[config.mk]
export PLATFORM = sky130hd
export DESIGN_NAME = mem_stage
export DESIGN_NICKNAME = d
export VERILOG_FILES = /design/src/rtl/mem_stage.sv
export SDC_FILE = /design/constraint.sdc
export NUM_CORES = 1
export LEC_CHECK = 0
export ABC_AREA = 1
export BUFFER_PORTS_ARGS = -buffer_cell sky130_fd_sc_hd__buf_4
export CAP_MARGIN = 5
export CORE_MARGIN = 2
export CORE_UTILIZATION = 51
export DETAILED_ROUTE_END_ITERATION = 8
export PLACE_DENSITY = 0.81
export SYNTH_ARGS = -nofsm -noshare
export SYNTH_HDL_FRONTEND = slang
export SYNTH_SLANG_ARGS = --single-unit
[constraint.sdc]
create_clock -name clk -period 5.08 [get_ports clk]
set_input_delay 0.508 -clock clk [delete_from_list [all_inputs] [get_ports clk]]
set_output_delay 0.508 -clock clk [all_outputs]
set_load 0.02 [all_outputs]
[src/rtl/mem_stage.sv]
// -----------------------------------------------------------------------------
// mem_stage
//   Pipeline MEM stage. It sits directly upstream of WB and owns the MEM/WB
//   register. Loads and stores go to data memory over a req/gnt handshake,
//   followed by rvalid for loads. Load data is formatted by size and sign.
//   EX is stalled through in_ready while a memory access is outstanding.
//
//   Optional feature macro: MEM_MISALIGN_EXC_EN
//     defined   : a misaligned H/HU/SH or W/SW access issues no request. It
//                 retires one cycle after acceptance with misalign_out=1 and
//                 RegWrite_out=0.
//     undefined : the byte offset is aligned down to the access size, and
//                 misalign_out is tied to 0.
//
// Ports
//   clk, rst                    clock, asynchronous active-high reset
//   in_valid / in_ready         EX/MEM handshake (in_ready == state IDLE)
//   alu_result_in .. MemWrite_in  instruction fields captured at acceptance
//   dmem_req/we/addr/wdata/be   registered memory request (addr word-aligned)
//   dmem_gnt, dmem_rvalid,
//   dmem_rdata                  memory responses
//   out_valid                   1-cycle retirement pulse into WB
//   mem_data_out, alu_result_out, rd_addr_out,
//   RegWrite_out, MemtoReg_out,
//   misalign_out                MEM/WB register contents
// -----------------------------------------------------------------------------
module mem_stage #(
    parameter int XLEN   = 32,
    parameter int REG_AW = 5
) (
    input  logic              clk,
    input  logic              rst,
    input  logic              in_valid,
    output logic              in_ready,
    input  logic [XLEN-1:0]   alu_result_in,
    input  logic [XLEN-1:0]   rs2_data_in,
    input  logic [REG_AW-1:0] rd_addr_in,
    input  logic [2:0]        funct3_in,
    input  logic              RegWrite_in,
    input  logic              MemtoReg_in,
    input  logic              MemRead_in,
    input  logic              MemWrite_in,
    output logic              dmem_req,
    output logic              dmem_we,
    output logic [XLEN-1:0]   dmem_addr,
    output logic [XLEN-1:0]   dmem_wdata,
    output logic [3:0]        dmem_be,
    input  logic              dmem_gnt,
    input  logic              dmem_rvalid,
    input  logic [XLEN-1:0]   dmem_rdata,
    output logic              out_valid,
    output logic [XLEN-1:0]   mem_data_out,
    output logic [XLEN-1:0]   alu_result_out,
    output logic [REG_AW-1:0] rd_addr_out,
    output logic              RegWrite_out,
    output logic              MemtoReg_out,
    output logic              misalign_out
);

    typedef enum logic [1:0] {IDLE, REQ, WAIT} state_t;

    // Fields of an in-flight memory op, needed again at retirement.
    typedef struct packed {
        logic [XLEN-1:0]   alu;
        logic [REG_AW-1:0] rd;
        logic [2:0]        funct3;
        logic              rw;
        logic              m2r;
        logic              is_load;
    } cap_t;

    state_t state, state_next;
    cap_t   cap;

    logic            accept;
    logic            is_mem;
    logic            is_load;
    logic            misalign;
    logic            issue;
    logic            ret_direct;
    logic            ret_store;
    logic            ret_load;
    logic [1:0]      off;
    logic [3:0]      be_fmt;
    logic [XLEN-1:0] wdata_fmt;

    // Picks the byte or half selected by the offset, then extends it.
    // funct3 011/110/111 fall to the default (word) case.
    function automatic logic [XLEN-1:0] load_fmt(input logic [XLEN-1:0] rdata,
                                                 input logic [1:0]      boff,
                                                 input logic [2:0]      f3);
        logic [7:0]      b;
        logic [15:0]     h;
        logic [XLEN-1:0] r;
        case (boff)
            2'd0:    b = rdata[7:0];
            2'd1:    b = rdata[15:8];
            2'd2:    b = rdata[23:16];
            default: b = rdata[31:24];
        endcase
        h = boff[1] ? rdata[31:16] : rdata[15:0];
        case (f3)
            3'b000:  r = {{24{b[7]}}, b};
            3'b001:  r = {{16{h[15]}}, h};
            3'b100:  r = {24'b0, b};
            3'b101:  r = {16'b0, h};
            default: r = rdata;
        endcase
        return r;
    endfunction

    assign in_ready = (state == IDLE) && !rst;
    assign accept   = in_valid && (state == IDLE);
    assign is_mem   = MemRead_in || MemWrite_in;
    // A store wins when both MemRead_in and MemWrite_in are set.
    assign is_load  = MemRead_in && !MemWrite_in;
    assign off      = alu_result_in[1:0];

`ifdef MEM_MISALIGN_EXC_EN
    always_comb begin
        misalign = 1'b0;
        if (is_mem) begin
            case (funct3_in[1:0])
                2'b00:   misalign = 1'b0;
                2'b01:   misalign = off[0];
                default: misalign = (off != 2'b00);
            endcase
        end
    end
`else
    assign misalign = 1'b0;
`endif

    // Only an aligned (or silently aligned) memory op goes to the bus.
    // Everything else retires straight through on the next cycle.
    assign issue      = accept && is_mem && !misalign;
    assign ret_direct = accept && !issue;
    assign ret_store  = (state == REQ)  && dmem_gnt && !cap.is_load;
    assign ret_load   = (state == WAIT) && dmem_rvalid;

    // Store lane steering. The size field is funct3[1:0], so 011/110/111
    // land in the word case. Low offset bits below the access size are
    // ignored, which aligns sub-word accesses down.
    always_comb begin
        be_fmt    = 4'b1111;
        wdata_fmt = rs2_data_in;
        case (funct3_in[1:0])
            2'b00: begin
                be_fmt    = 4'b0001 << off;
                wdata_fmt = {4{rs2_data_in[7:0]}};
            end
            2'b01: begin
                be_fmt    = off[1] ? 4'b1100 : 4'b0011;
                wdata_fmt = {2{rs2_data_in[15:0]}};
            end
            default: begin
                be_fmt    = 4'b1111;
                wdata_fmt = rs2_data_in;
            end
        endcase
    end

    always_comb begin
        state_next = state;
        case (state)
            IDLE:    if (issue)       state_next = REQ;
            REQ:     if (dmem_gnt)    state_next = cap.is_load ? WAIT : IDLE;
            WAIT:    if (dmem_rvalid) state_next = IDLE;
            default:                  state_next = IDLE;
        endcase
    end

    always_ff @(posedge clk or posedge rst) begin
        if (rst) state <= IDLE;
        else     state <= state_next;
    end

    // Capture the memory op. The request registers stay stable in REQ
    // because they are written only on issue.
    always_ff @(posedge clk or posedge rst) begin
        if (rst) begin
            cap        <= '0;
            dmem_req   <= 1'b0;
            dmem_we    <= 1'b0;
            dmem_addr  <= '0;
            dmem_wdata <= '0;
            dmem_be    <= '0;
        end else begin
            if (issue) begin
                cap.alu     <= alu_result_in;
                cap.rd      <= rd_addr_in;
                cap.funct3  <= funct3_in;
                cap.rw      <= RegWrite_in;
                cap.m2r     <= MemtoReg_in;
                cap.is_load <= is_load;
                dmem_req    <= 1'b1;
                dmem_we     <= MemWrite_in;
                dmem_addr   <= {alu_result_in[XLEN-1:2], 2'b00};
                dmem_wdata  <= wdata_fmt;
                dmem_be     <= be_fmt;
            end else if ((state == REQ) && dmem_gnt) begin
                dmem_req    <= 1'b0;
            end
        end
    end

    // MEM/WB register. out_valid, RegWrite_out and misalign_out are pulses.
    // The data fields hold their value between retirements.
    always_ff @(posedge clk or posedge rst) begin
        if (rst) begin
            out_valid      <= 1'b0;
            mem_data_out   <= '0;
            alu_result_out <= '0;
            rd_addr_out    <= '0;
            RegWrite_out   <= 1'b0;
            MemtoReg_out   <= 1'b0;
            misalign_out   <= 1'b0;
        end else begin
            out_valid    <= ret_direct || ret_store || ret_load;
            misalign_out <= ret_direct && misalign;
            RegWrite_out <= 1'b0;
            if (ret_direct) begin
                alu_result_out <= alu_result_in;
                rd_addr_out    <= rd_addr_in;
                MemtoReg_out   <= MemtoReg_in;
                RegWrite_out   <= RegWrite_in && !misalign && (rd_addr_in != '0);
            end else if (ret_store || ret_load) begin
                alu_result_out <= cap.alu;
                rd_addr_out    <= cap.rd;
                MemtoReg_out   <= cap.m2r;
                RegWrite_out   <= cap.rw && (cap.rd != '0);
            end
            if (ret_load)
                mem_data_out <= load_fmt(dmem_rdata, cap.alu[1:0], cap.funct3);
        end
    end

endmodule
# Word-level counts from Yosys, hierarchy flattened

Index checks and enable logic that the tools add are counted.

Logic and storage cells: 78
Register bits after elaboration: 185

Multiplexer cells: 21
Eq/ne operators: 11
Shift operators: 1
Reductions and logical operators: 27

Operators with widths:

| operator                                                               | number |
|---|---|
| 32-bit one-hot mux with 4 select lines                                 | 1 |
| 32-bit two-way mux                                                     | 2 |
| 32-bit one-hot mux with 2 select lines                                 | 1 |
| 8-bit one-hot mux with 3 select lines                                  | 1 |
| 16-bit two-way mux                                                     | 1 |
| 1-bit logical AND                                                      | 10 |
| 5-bit two-way mux                                                      | 2 |
| 5-bit nonzero test                                                     | 2 |
| 2-bit two-way mux                                                      | 4 |
| 4-bit one-hot mux with 2 select lines                                  | 1 |
| 2-bit by 1-bit equality test with 1-bit output (second input constant) | 3 |
| 3-bit equality test (second input constant)                            | 2 |
| 2-bit zero test                                                        | 3 |
| 1-bit two-way mux                                                      | 6 |
| 2-bit != test (second input constant)                                  | 3 |
| 2-bit one-hot mux with 3 select lines                                  | 1 |
| 2-bit equality test (second input constant)                            | 2 |
| 1-bit zero test                                                        | 4 |
| 1-bit logical OR                                                       | 4 |
| 4-bit two-way mux                                                      | 1 |
| 2-bit nonzero test                                                     | 2 |
| 1-bit by 2-bit left shift with 4-bit output (first input constant)     | 1 |
| 3-bit by 1-bit equality test with 1-bit output (second input constant) | 1 |
| 3-bit zero test                                                        | 1 |
| 3-bit AND reduction                                                    | 1 |

# Depth between registers and ports, before layout

Word-level depth: 7
Depth in mapped cells: 10
Gate-level depth less buffers: 8

# Worst setup path before layout

OpenSTA, ideal clock, no wires.

Path kind: input-to-output
From: input port rst
To: output port in_ready
Stages on the path: 1
Buffers on the path: 0
Required time: 4.572 ns
Arrival: 0.963 ns
Slack: 3.609 ns
Path through: nor3_1

Cells in the longest elaborated chain, start to end: 2

Ends and longest elaborated chain:

| what                             | RTL line | RTL |
|---|---|---|
| from (decl)                      | 32       | `input logic rst,` |
| 1-bit zero test (no source line) | --       |  |
| 1-bit logical AND                | 112      | `assign in_ready = (state == IDLE) && !rst;` |
| to (decl)                        | 34       | `output logic in_ready,` |

No other way between the ends.

# Worst setup path after layout

From: register state[0]
To: register alu_result_out[13]

Cells in the longest elaborated chain, start to end: 6
Elaborated cells between the ends (all ways): 13
Classes of those cells: eq/ne: 2; mux: 1; reduce/logical: 10

Ends and longest elaborated chain:

| what                                                            | RTL line | RTL |
|---|---|---|
| from (decl)                                                     | 72       | `state_t state, state_next;` |
| from (signal assigned)                                          | 175      | `else state <= state_next;` |
| 2-bit zero test                                                 | 113      | `assign accept = in_valid && (state == IDLE);` |
| 1-bit logical AND                                               | 113      |  |
| 1-bit logical AND                                               | 136      | `assign issue = accept && is_mem && !misalign;` |
| 1-bit zero test                                                 | 137      | `assign ret_direct = accept && !issue;` |
| 1-bit logical AND                                               | 137      |  |
| 32-bit two-way mux / 2-bit nonzero test (equally long branches) | --       |  |
| to (signal assigned)                                            | 223      | `alu_result_out <= alu_result_in;` |
| to (signal assigned)                                            | 228      | `alu_result_out <= cap.alu;` |
| to (decl)                                                       | 53       | `output logic [XLEN-1:0] alu_result_out,` |

Parallel ways exist; a longest one is shown, timed or not.
A chain may end at the register's enable or synchronous reset.

==> run metrics <==
Final period util=a little over half; met3 Usage GRT=7.24%; overall power=around 0.0066 W; GRT Resource Usage Total=25.8%; pin count of the biggest net entering global routing=about 120; Yosys reg bits=roughly 160; met1 Use GR=about a third; DRC viols=0; Detailed Routing Iterations Pass 1=6; Lkg Pwr=approximately 5.3 nW; Final Wtd Congestion=between 0.8 and 0.9; # hold bufs at CTS=0; fraction of layout cells with a size suffix above 1=between 20% and 30%; Fill cells=1248; hpwl dp=around 14000 microns; Comb pwr share=45.2%; Pint=~0.0039 W; clock share of power=slightly above 20%; area share of the largest cell type after synthesis=50.3%; top cells by area, synth=dfrtp_1 (50%), nand2_1 (14%), o21ai_0 (7.8%); vias=between 6k and 7k; Slew Viols, Final=0; post-cts sizing count=0; total congestion overflow=0; Die Area=between 15000 and 20000 sq um; initial antenna violation count=0; CTS tree=done; RSZ-0062 raised after global routing=false; required time of the critical path=between 5 and 6 ns; worst-path fanout max=between 70 and 80; Hold Fails Final Rpt=0; NumNets Final=roughly 1.3k; drt initial violations=between 500 and 600; TritonCTS Buffers=17; post-synthesis sequential area ratio=about half; ANT cells=0; register share of total power=around a third; Post-Syn Area=a little under 8000 sq um; die span in x=approximately 130 microns; Post-CTS Repair Setup Buffers=0; EDFF count, synth=0; worst-margin pin slew=1.06 ns; Avg Inst Size Synth=approximately 8 sq um; root buffer cell=clkbuf_16; Psw=approximately 0.0027 W; PortBufs=approximately 250; max cap viols=0; relative slew slack=about 30%; Cells after Synth=966; setup TNS=0 ns; startpoint class of the critical path=flip-flop; Worst Hold Class=in -> reg; met2 Usage GRT=between 40% and 50%; Final setup viols=0; skew final=approximately 0.0098 ns; post-synthesis async set-or-reset flop share=100%; worst vdd ir=between 300 and 400 uV; final core utilization=67.8%; min Tclk post-route=about 2.7 ns; clk slew on worst S/H paths=approximately 0.060 ns; slack of the critical path=about 2.4 ns; GR peak layer=met2; core area=~15000 sq um; WHS=around 0.28 ns; Setup Crit Path Kind=reg -> reg; post-synth cell types=37; maximum clock frequency=0.371 GHz; WL per Instance=15.2 microns; total wire length=between 20000 and 25000 microns; Routed Antenna Nets=0; vias in the first global route=6721; Clock Sink Count=~160; Row Count=44; via-per-instance ratio=approximately 5; switching portion of total power=about two fifths; die span in y=roughly 130 microns; global-route wire length before repair=33200 microns; worst-case clock buffer depth=2; critical path capture point type=flip-flop; Worst-Skew Late Latency=approximately 0.42 ns; P&R area growth vs syn=28.8%; Pwr per Cell Area=around 660 nW/um^2; htree depth=4; initial core utilization=~53%; CP Data Arrival Time=about 3.0 ns; Top FF cell, synth=dfrtp_1; I/O pins=roughly 260; Place WS=~2.3 ns; Synthesis Warnings=0; dominant cell type by area after synthesis=dfrtp_1; outcome=completed
## per-layer routing
layer  wire length (microns)  part of all wire (%)
met2                    9910                    48
met1                    8450                    41
met4                     446                   2.2
met3                    1840                   8.9
met5                       0                     0
## power by group through the flow
stage / Sequential [W] / Clock (W) / Combinational, W
after floorplan: 0.00264 / 0 / 0.00157
after global placement: 0.00225 / 0 / 0.00291
after detailed placement: 0.00226 / 0 / 0.00299
after CTS: 0.00226 / 0.00137 / 0.00300
after global routing: 0.00234 / 0.00143 / 0.00327
final: 0.00226 / 0.00136 / 0.00298
## synthesized netlist by cell type, types with 3 or more instances
cell and count:
o21ai_1 37, buf_4 40, nand2_2 3, nand3_1 43
or2_1 3, inv_2 4, or2_2 5, dfrtp_1 155
buf_2 12, a21oi_1 45, nor2_1 17, clkbuf_1 19
nand2_1 288, buf_6 12, o21ai_2 10, or2_0 9
o21ai_0 121, inv_1 115
## layout make-up
type | instances | area [sq um] | area share (%)
Sequential cell | 155 | 3880 | 39.0
Clock inverter | 10 | 163 | 1.64
Timing Repair Buffer | 256 | 1920 | 19.3
Multi-Input combinational cell | 606 | 2820 | 28.3
Tap cell | 184 | 230 | 2.32
Clock buffer | 22 | 464 | 4.67
Inverter | 121 | 460 | 4.64
## placed cells by master (no fill, tap or decap), drive strengths merged
| cell type | instances |
|---|---|
| nand3b | 2 |
| a32o | 1 |
| a21boi | 1 |
| o32ai | 1 |
| nand3 | 47 |
| inv | 120 |
| nand4 | 2 |
| nand2 | 291 |
| or2 | 17 |
| clkinvlp | 2 |
| clkbuf | 22 |
| o21ai | 168 |
| clkinv | 5 |
| dfrtp | 155 |
| buf | 256 |
| bufinv | 4 |
| a21oi | 45 |
| nor3 | 2 |
| o21a | 2 |
| conb | 3 |
| nor2 | 21 |
| o211ai | 2 |
| a22oi | 1 |
## flip-flops by register name, summed over array words and instances (netlist names), 2 cells and up
register	count
dmem_be	4
cap	43
dmem_wdata	32
mem_data_out	32
rd_addr_out	5
alu_result_out	32
state	2
## worst max-delay path: stages, from the launching register on
cell and delay (ns):
dfrtp_1 0.45, nor2_4 0.25, nand3_4 0.61, nand3_4 0.95, nand2_1 0.11, o21ai_1 0.14
## metrics by stage
step	std cells	instance area [sq um]
detailed placement	1322	9310
CTS	1354	9930
global route	1354	9930
floorplan	968	7720
finish	1354	9930
global placement	1322	9310
## final timing paths
check                          from            endpoint  slack (ns)  cells past startpoint
hold / removal             dmem_gnt            state[0]        0.28                      2
max in group asynchronous       rst             cap[11]        3.57                      3
setup reg to reg           state[0]  alu_result_out[13]        2.38                      5
hold reg to reg              cap[2]              cap[2]        0.48                      2
min in group asynchronous       rst      rd_addr_out[1]        0.38                      2
setup / recovery           state[0]  alu_result_out[13]        2.38                      5
## cells by family (layout without fill, tap and decap cells)
kind of cell / after synthesis / after routing / synth area share, %
buffers and inverters: 207 / 409 / 13.4
AO/OA/AOI/OAI: 221 / 221 / 15.1
other: 1 / 3 / 0.0486
AND/OR/NAND/NOR: 382 / 382 / 21.1
flip-flops: 155 / 155 / 50.3
(Power assumes the default switching activity.)
